## config.mk

```make
export PLATFORM = sky130hd
export DESIGN_NAME = nx_indirect_access_initiator
export DESIGN_NICKNAME = d
export VERILOG_FILES = /design/src/rtl/nx_mem_typePKG_v2.sv /design/src/rtl/nx_ia_initPKG.sv /design/src/rtl/nx_indirect_access_initiator.sv
export SDC_FILE = /design/constraint.sdc
export NUM_CORES = 1
export LEC_CHECK = 0
export CAP_MARGIN = 30
export CORE_UTILIZATION = 35
export DETAILED_ROUTE_END_ITERATION = 16
export PLACE_DENSITY_LB_ADDON = 0.05
export RECOVER_POWER = 25
export SETUP_SLACK_MARGIN = 0.3
export SLEW_MARGIN = 20
export SYNTH_ARGS = -nofsm -noshare
export SYNTH_HDL_FRONTEND = slang
export SYNTH_SLANG_ARGS = --single-unit
```

## constraint.sdc

```tcl
create_clock -name clk -period 1.9 [get_ports clk]
set_clock_uncertainty 0.1 [all_clocks]
set_input_delay 0.57 -clock clk [delete_from_list [all_inputs] [get_ports clk]]
set_output_delay 0.57 -clock clk [all_outputs]
set_load 0.05 [all_outputs]
```

## src/rtl/nx_mem_typePKG_v2.sv

```systemverilog
// Command-op encodings shared by the nx memory wrappers' indirect-access ports.
package nx_mem_typePKG_v2;

   typedef enum logic [3:0] {
      CMND_NOP   = 4'd0,
      CMND_READ  = 4'd1,
      CMND_WRITE = 4'd2,
      CMND_INIT  = 4'd6
   } cmnd_op_e;

endpackage

```

## src/rtl/nx_ia_initPKG.sv

```systemverilog
// Status codes, FSM states and helpers for nx_indirect_access_initiator.
package nx_ia_initPKG;
   import nx_mem_typePKG_v2::*;

   typedef enum logic [2:0] {
      STAT_RDY = 3'd0,
      STAT_BSY = 3'd1,
      STAT_TMO = 3'd2,
      STAT_OVR = 3'd3,
      STAT_NXM = 3'd4,
      STAT_UOP = 3'd5
   } stat_code_e;

   typedef enum logic [2:0] {
      IA_IDLE,
      IA_WDATA,
      IA_CMND,
      IA_POLL,
      IA_RESP
   } ia_init_state_e;

   localparam logic [3:0] IA_OP_MAX = 4'd8;

   function automatic logic ia_op_ok(input logic [3:0] op);
      return (op != CMND_NOP) && (op <= IA_OP_MAX);
   endfunction

   function automatic int ia_addr_w(input int n);
      return (n > 1) ? $clog2(n) : 1;
   endfunction

endpackage

```

## src/rtl/nx_indirect_access_initiator.sv

```systemverilog
// Drives one indirect-access controller: data write, command write, status poll, response.
// Optional poll timeout is compiled in with `define NX_IA_INIT_TMO_EN.
module nx_indirect_access_initiator
   import nx_mem_typePKG_v2::*;
   import nx_ia_initPKG::*;
#(
   parameter int          N_REG_ADDR_BITS = 16,
   parameter int unsigned CMND_ADDRESS    = 0,
   parameter int unsigned DATA_ADDRESS    = 0,
   parameter int          N_DATA_BITS     = 32,
   parameter int          N_ENTRIES       = 1,
   parameter int          N_TMO_BITS      = 10
) (
   input  logic                            clk,
   input  logic                            rst_n,
   input  logic                            req_valid,
   output logic                            req_ready,
   input  logic [3:0]                      req_op,
   input  logic [ia_addr_w(N_ENTRIES)-1:0] req_addr,
   input  logic [N_DATA_BITS-1:0]          req_data,
   output logic                            rsp_valid,
   input  logic                            rsp_ready,
   output logic [2:0]                      rsp_stat,
   output logic [N_DATA_BITS-1:0]          rsp_data,
   output logic [N_REG_ADDR_BITS-1:0]      reg_addr,
   output logic                            wr_stb,
   output logic [N_DATA_BITS-1:0]          wr_dat,
   output logic [3:0]                      cmnd_op,
   output logic [ia_addr_w(N_ENTRIES)-1:0] cmnd_addr,
   input  logic [2:0]                      stat_code,
   input  logic [N_DATA_BITS-1:0]          rd_dat
);

   localparam int AW = ia_addr_w(N_ENTRIES);
   localparam logic [N_REG_ADDR_BITS-1:0] CMND_A = N_REG_ADDR_BITS'(CMND_ADDRESS);
   localparam logic [N_REG_ADDR_BITS-1:0] DATA_A = N_REG_ADDR_BITS'(DATA_ADDRESS);

   ia_init_state_e state_q, state_d;
   logic [3:0]     op_q;
   logic [AW-1:0]  addr_q;
   logic           blank_q;
   logic           accept, op_bad, addr_bad, poll_done;
   logic [3:0]     src_op;
   logic [AW-1:0]  src_addr;

`ifdef NX_IA_INIT_TMO_EN
   logic [N_TMO_BITS-1:0] tmo_q;
   logic                  tmo_full;
   assign tmo_full = &tmo_q;

   // Free-running while in POLL, parked at zero elsewhere so every poll starts fresh.
   always_ff @(posedge clk or negedge rst_n) begin
      if (!rst_n)                tmo_q <= '0;
      else if (state_q != IA_POLL) tmo_q <= '0;
      else if (!tmo_full)        tmo_q <= tmo_q + 1'b1;
   end

   assign poll_done = !blank_q && ((stat_code != STAT_BSY) || tmo_full);
`else
   logic unused_tmo;
   assign unused_tmo = ^N_TMO_BITS;
   assign poll_done  = !blank_q && (stat_code != STAT_BSY);
`endif

   assign accept    = (state_q == IA_IDLE) && req_valid;
   assign op_bad    = !ia_op_ok(req_op);
   assign addr_bad  = int'(req_addr) > (N_ENTRIES - 1);
   assign src_op    = (state_q == IA_IDLE) ? req_op   : op_q;
   assign src_addr  = (state_q == IA_IDLE) ? req_addr : addr_q;
   assign req_ready = (state_q == IA_IDLE);
   assign rsp_valid = (state_q == IA_RESP);

   always_comb begin
      state_d = state_q;
      case (state_q)
         IA_IDLE:
            if (accept) begin
               if (op_bad || addr_bad)        state_d = IA_RESP;
               else if (req_op == CMND_WRITE) state_d = IA_WDATA;
               else                           state_d = IA_CMND;
            end
         IA_WDATA: state_d = IA_CMND;
         IA_CMND:  state_d = IA_POLL;
         IA_POLL:  if (poll_done) state_d = IA_RESP;
         IA_RESP:  if (rsp_ready) state_d = IA_IDLE;
         default:  state_d = IA_IDLE;
      endcase
   end

   always_ff @(posedge clk or negedge rst_n) begin
      if (!rst_n) begin
         state_q   <= IA_IDLE;
         op_q      <= '0;
         addr_q    <= '0;
         blank_q   <= 1'b0;
         rsp_stat  <= '0;
         rsp_data  <= '0;
         wr_stb    <= 1'b0;
         reg_addr  <= '0;
         wr_dat    <= '0;
         cmnd_op   <= '0;
         cmnd_addr <= '0;
      end else begin
         state_q <= state_d;
         blank_q <= (state_q != IA_POLL);
         // Bus outputs are decoded from the next state so the strobe lines up with WDATA/CMND.
         wr_stb    <= (state_d == IA_WDATA) || (state_d == IA_CMND);
         reg_addr  <= (state_d == IA_WDATA) ? DATA_A :
                      (state_d == IA_CMND)  ? CMND_A : '0;
         wr_dat    <= (state_d == IA_WDATA) ? req_data : '0;
         cmnd_op   <= (state_d == IA_CMND)  ? src_op   : '0;
         cmnd_addr <= (state_d == IA_CMND)  ? src_addr : '0;
         if (accept) begin
            op_q     <= req_op;
            addr_q   <= req_addr;
            rsp_data <= '0;
            rsp_stat <= op_bad   ? STAT_UOP :
                        addr_bad ? STAT_NXM : STAT_RDY;
         end
         if ((state_q == IA_POLL) && (state_d == IA_RESP)) begin
            rsp_stat <= (stat_code != STAT_BSY) ? stat_code : STAT_TMO;
            rsp_data <= ((op_q == CMND_READ) && (stat_code == STAT_RDY)) ? rd_dat : '0;
         end
      end
   end

endmodule

```

==> run summary <==
Core Region: 0.00876 mm2
FFs w/ async S/R, synth: 1.00
Post-synth EDFFs: 0
Hold Fails Final Rpt: 0
Pin slew with the least headroom to its limit: 0.733 ns
CP max-delay cell: or4b_4
CTS Buf Count: 9
GR Overflow Total: 0
Pre-Repair DR Iteration Count: 4
Final-layout fill cell count: 623
Crit. End Element: flop
Vias in the first global route: 2,713
Layout cells sized above 1: 0.427
Clock Path Buffers: 2
Ys flop type: dfrtp_1
Syn Area/Cell: 13.1 um2
Max Freq: 493 MHz
Post-route clock period utilization: 1.07
Initial Utilization: 0.362
Vias: 2,671
Initial antenna violation count: 0
Post-CTS Hold Buffers: 0
Clock Sinks: 82
Yosys reg bits: 82
Vias/cell: 4.69
Pwr Density: 1010 mW/mm2
Maximum fanout along the worst path: 8
Mapped Area: 0.00317 mm2
Worst-path cell chain: buf_6 -> buf_6 -> or4b_4 -> nor3_4 -> buf_6 -> clkbuf_16 -> and2_1
Synth warn: 0
Synth top cells by count: 82 x dfrtp_1, 34 x and2_1, 33 x a22o_1
CP peak stage delay: 0.53 ns
Placement Setup Slack: -0.464 ns
First-pass GRT wire length: 14,700 um
Final HPWL DP: 5690 um
Drt drc: 0
Worst VDD drop: 0.000711 V
Worst skew pair latency: 0.35 ns
Wire per inst: 16.2 um
Htree depth: 3
Clock root cell: clkbuf_8
Hold Worst Slack: 0.151 ns
Die Height: 97.2 um
Slew Viols, Final: 0
Crit path time final: 2.03 ns
Dominant cells by area after synthesis: dfrtp_1 65%, a22o_1 9.1%, and2_1 6.7%
Row cnt: 34
Ports: 167
Worst Path Buf+Inv: 4
Gate count after technology mapping: 243
Final wirelength: 9230 um
Crit path DAT: 2.22 ns
Most common cell in the netlist: dfrtp_1
CTS tree: done
Die Footprint: 0.00945 mm2
Placer congestion estimate: 0.844
Post-route ant nets: 0
Status: complete, but fails checks
Die X: 97.2 um
Final setup fails: 43
GRT Total Usage: 0.201
Synth top area share: 0.646
Largest net degree at the start of global routing: 39
CP top delay family: simple AND/OR/NAND/NOR gates
Worst Hold Class: in2async
Max-cap violation count: 0
Area Growth Syn to Fin: 95.7%
Worst setup SP type: flop
Max-slew headroom: 0.511
Yosys top cell by area: dfrtp_1
WS Path Type: reg2reg
Worst-path clk slew: 0.09 ns
Port bufs: 150
Total Nets Final: 532
Failing checks: negative setup slack
RSZ-0062 raised after global routing: true
Sequential area share after synthesis: 0.646
Crit path top cell by count: buf_6
Iter 0 DRT Violations: 27
Antenna Cells: 0
Critical path required time: 2.09 ns
Netlist cell types: 32
Setup ws final: -0.129 ns
Leakage: 0.00294 uW
-- through the flow --
| step | util | setup TNS (ns) | instance area (um2) | std cells | total power, uW |
|---|---|---|---|---|---|
| 2_1_floorplan | - | 0 | 3340 | 258 | 3250 |
| 3_3_place_gp | 0.605 | -29.16 | 5300 | 510 | 4170 |
| 3_5_place_dp | 0.605 | -30.93 | 5300 | 510 | 4190 |
| 4_1_cts | 0.678 | -2.90 | 5940 | 555 | 6080 |
| 5_1_grt | 0.709 | -8.09 | 6210 | 569 | 6560 |
| 6_report | 0.709 | -3.59 | 6210 | 569 | 6260 |
-- routing by layer --
metal / wire, um / share of wire / up-vias / global-route usage
met4: 135 / 0.015 / 0 / 0.0633
met3: 447 / 0.048 / 10 / 0.0468
li1: - / - / 1240 / -
met1: 4010 / 0.43 / 1325 / 0.270
met2: 4640 / 0.50 / 96 / 0.323
met5: 0 / 0 / - / 0
-- cells in the final DEF, fill, tap and decap left out, drive strengths merged, types with 4 or more instances in the layout --
master,synthesis,layout
nor3,8,8
o21ai,4,4
nor2,6,6
dlygate4sd2,0,8
buf,28,135
mux2i,5,5
conb,1,16
a22o,33,33
and3,1,4
nand2,19,19
clkbuf,1,15
and2,34,34
clkdlybuf4s50,0,66
dfrtp,82,82
-- worst paths after layout --
path | slack [ns] | depth (start not counted) | startpoint | end
setup / recovery | -0.13 | 7 | state_q[1] | wr_dat[19]
hold / removal | 0.15 | 1 | rst_n | rsp_data[2]
setup reg to reg | -0.13 | 7 | state_q[1] | wr_dat[19]
hold reg to reg | 0.42 | 2 | addr_q | addr_q
max in group asynchronous | 0.47 | 2 | rst_n | rsp_data[18]
min in group clk | 0.42 | 2 | addr_q | addr_q
-- cells by family (layout without fill, tap and decap cells) --
family / after synthesis / count (layout) / share of synthesized area
flip-flops: 82 / 82 / 0.646
AND/OR/NAND/NOR: 78 / 81 / 0.147
AO/OA/AOI/OAI: 45 / 45 / 0.117
buffers and inverters: 31 / 231 / 0.0702
multiplexers: 5 / 5 / 0.0158
other: 1 / 16 / 0.00118
XOR/XNOR: 1 / 1 / 0.00276
-- cell type report --
class / instances / area, um2 / share of cell area
clock inverters: 5 / 37.5 / 0.00604
inverters: 2 / 7.51 / 0.00121
flip-flops and latches: 82 / 2050 / 0.330
multi-input cells: 148 / 1160 / 0.186
well taps: 108 / 135 / 0.0217
repair buffers: 213 / 2670 / 0.430
clock buffers: 11 / 151 / 0.0244
-- flip-flops by register name, summed over array words and instances, names as in the netlist --
register / cells
blank_q: 1
cmnd_op: 4
wr_dat: 32
cmnd_addr: 1
state_q: 3
op_q: 4
addr_q: 1
rsp_stat: 3
wr_stb: 1
rsp_data: 32
-- report_power, final --
| part | internal [uW] | switching (uW) | total (uW) | leakage (uW) |
|---|---|---|---|---|
| registers | 1940 | 198 | 2140 | 0.00112 |
| clock network | 551 | 650 | 1200 | 0.0000919 |
| logic | 1580 | 1340 | 2920 | 0.00173 |
| total | 4070 | 2190 | 6260 | 0.00294 |
-- repair_timing --
action / in CTS / in global routing
resized for setup: 55 / 39
buffers inserted: 22 / 13
setup endpoints to repair: 133 / 149
gates cloned: 7 / 1
hold endpoints to repair: 0 / 0
pin swaps: 26 / 7
Power figures use the tool's default switching activity.
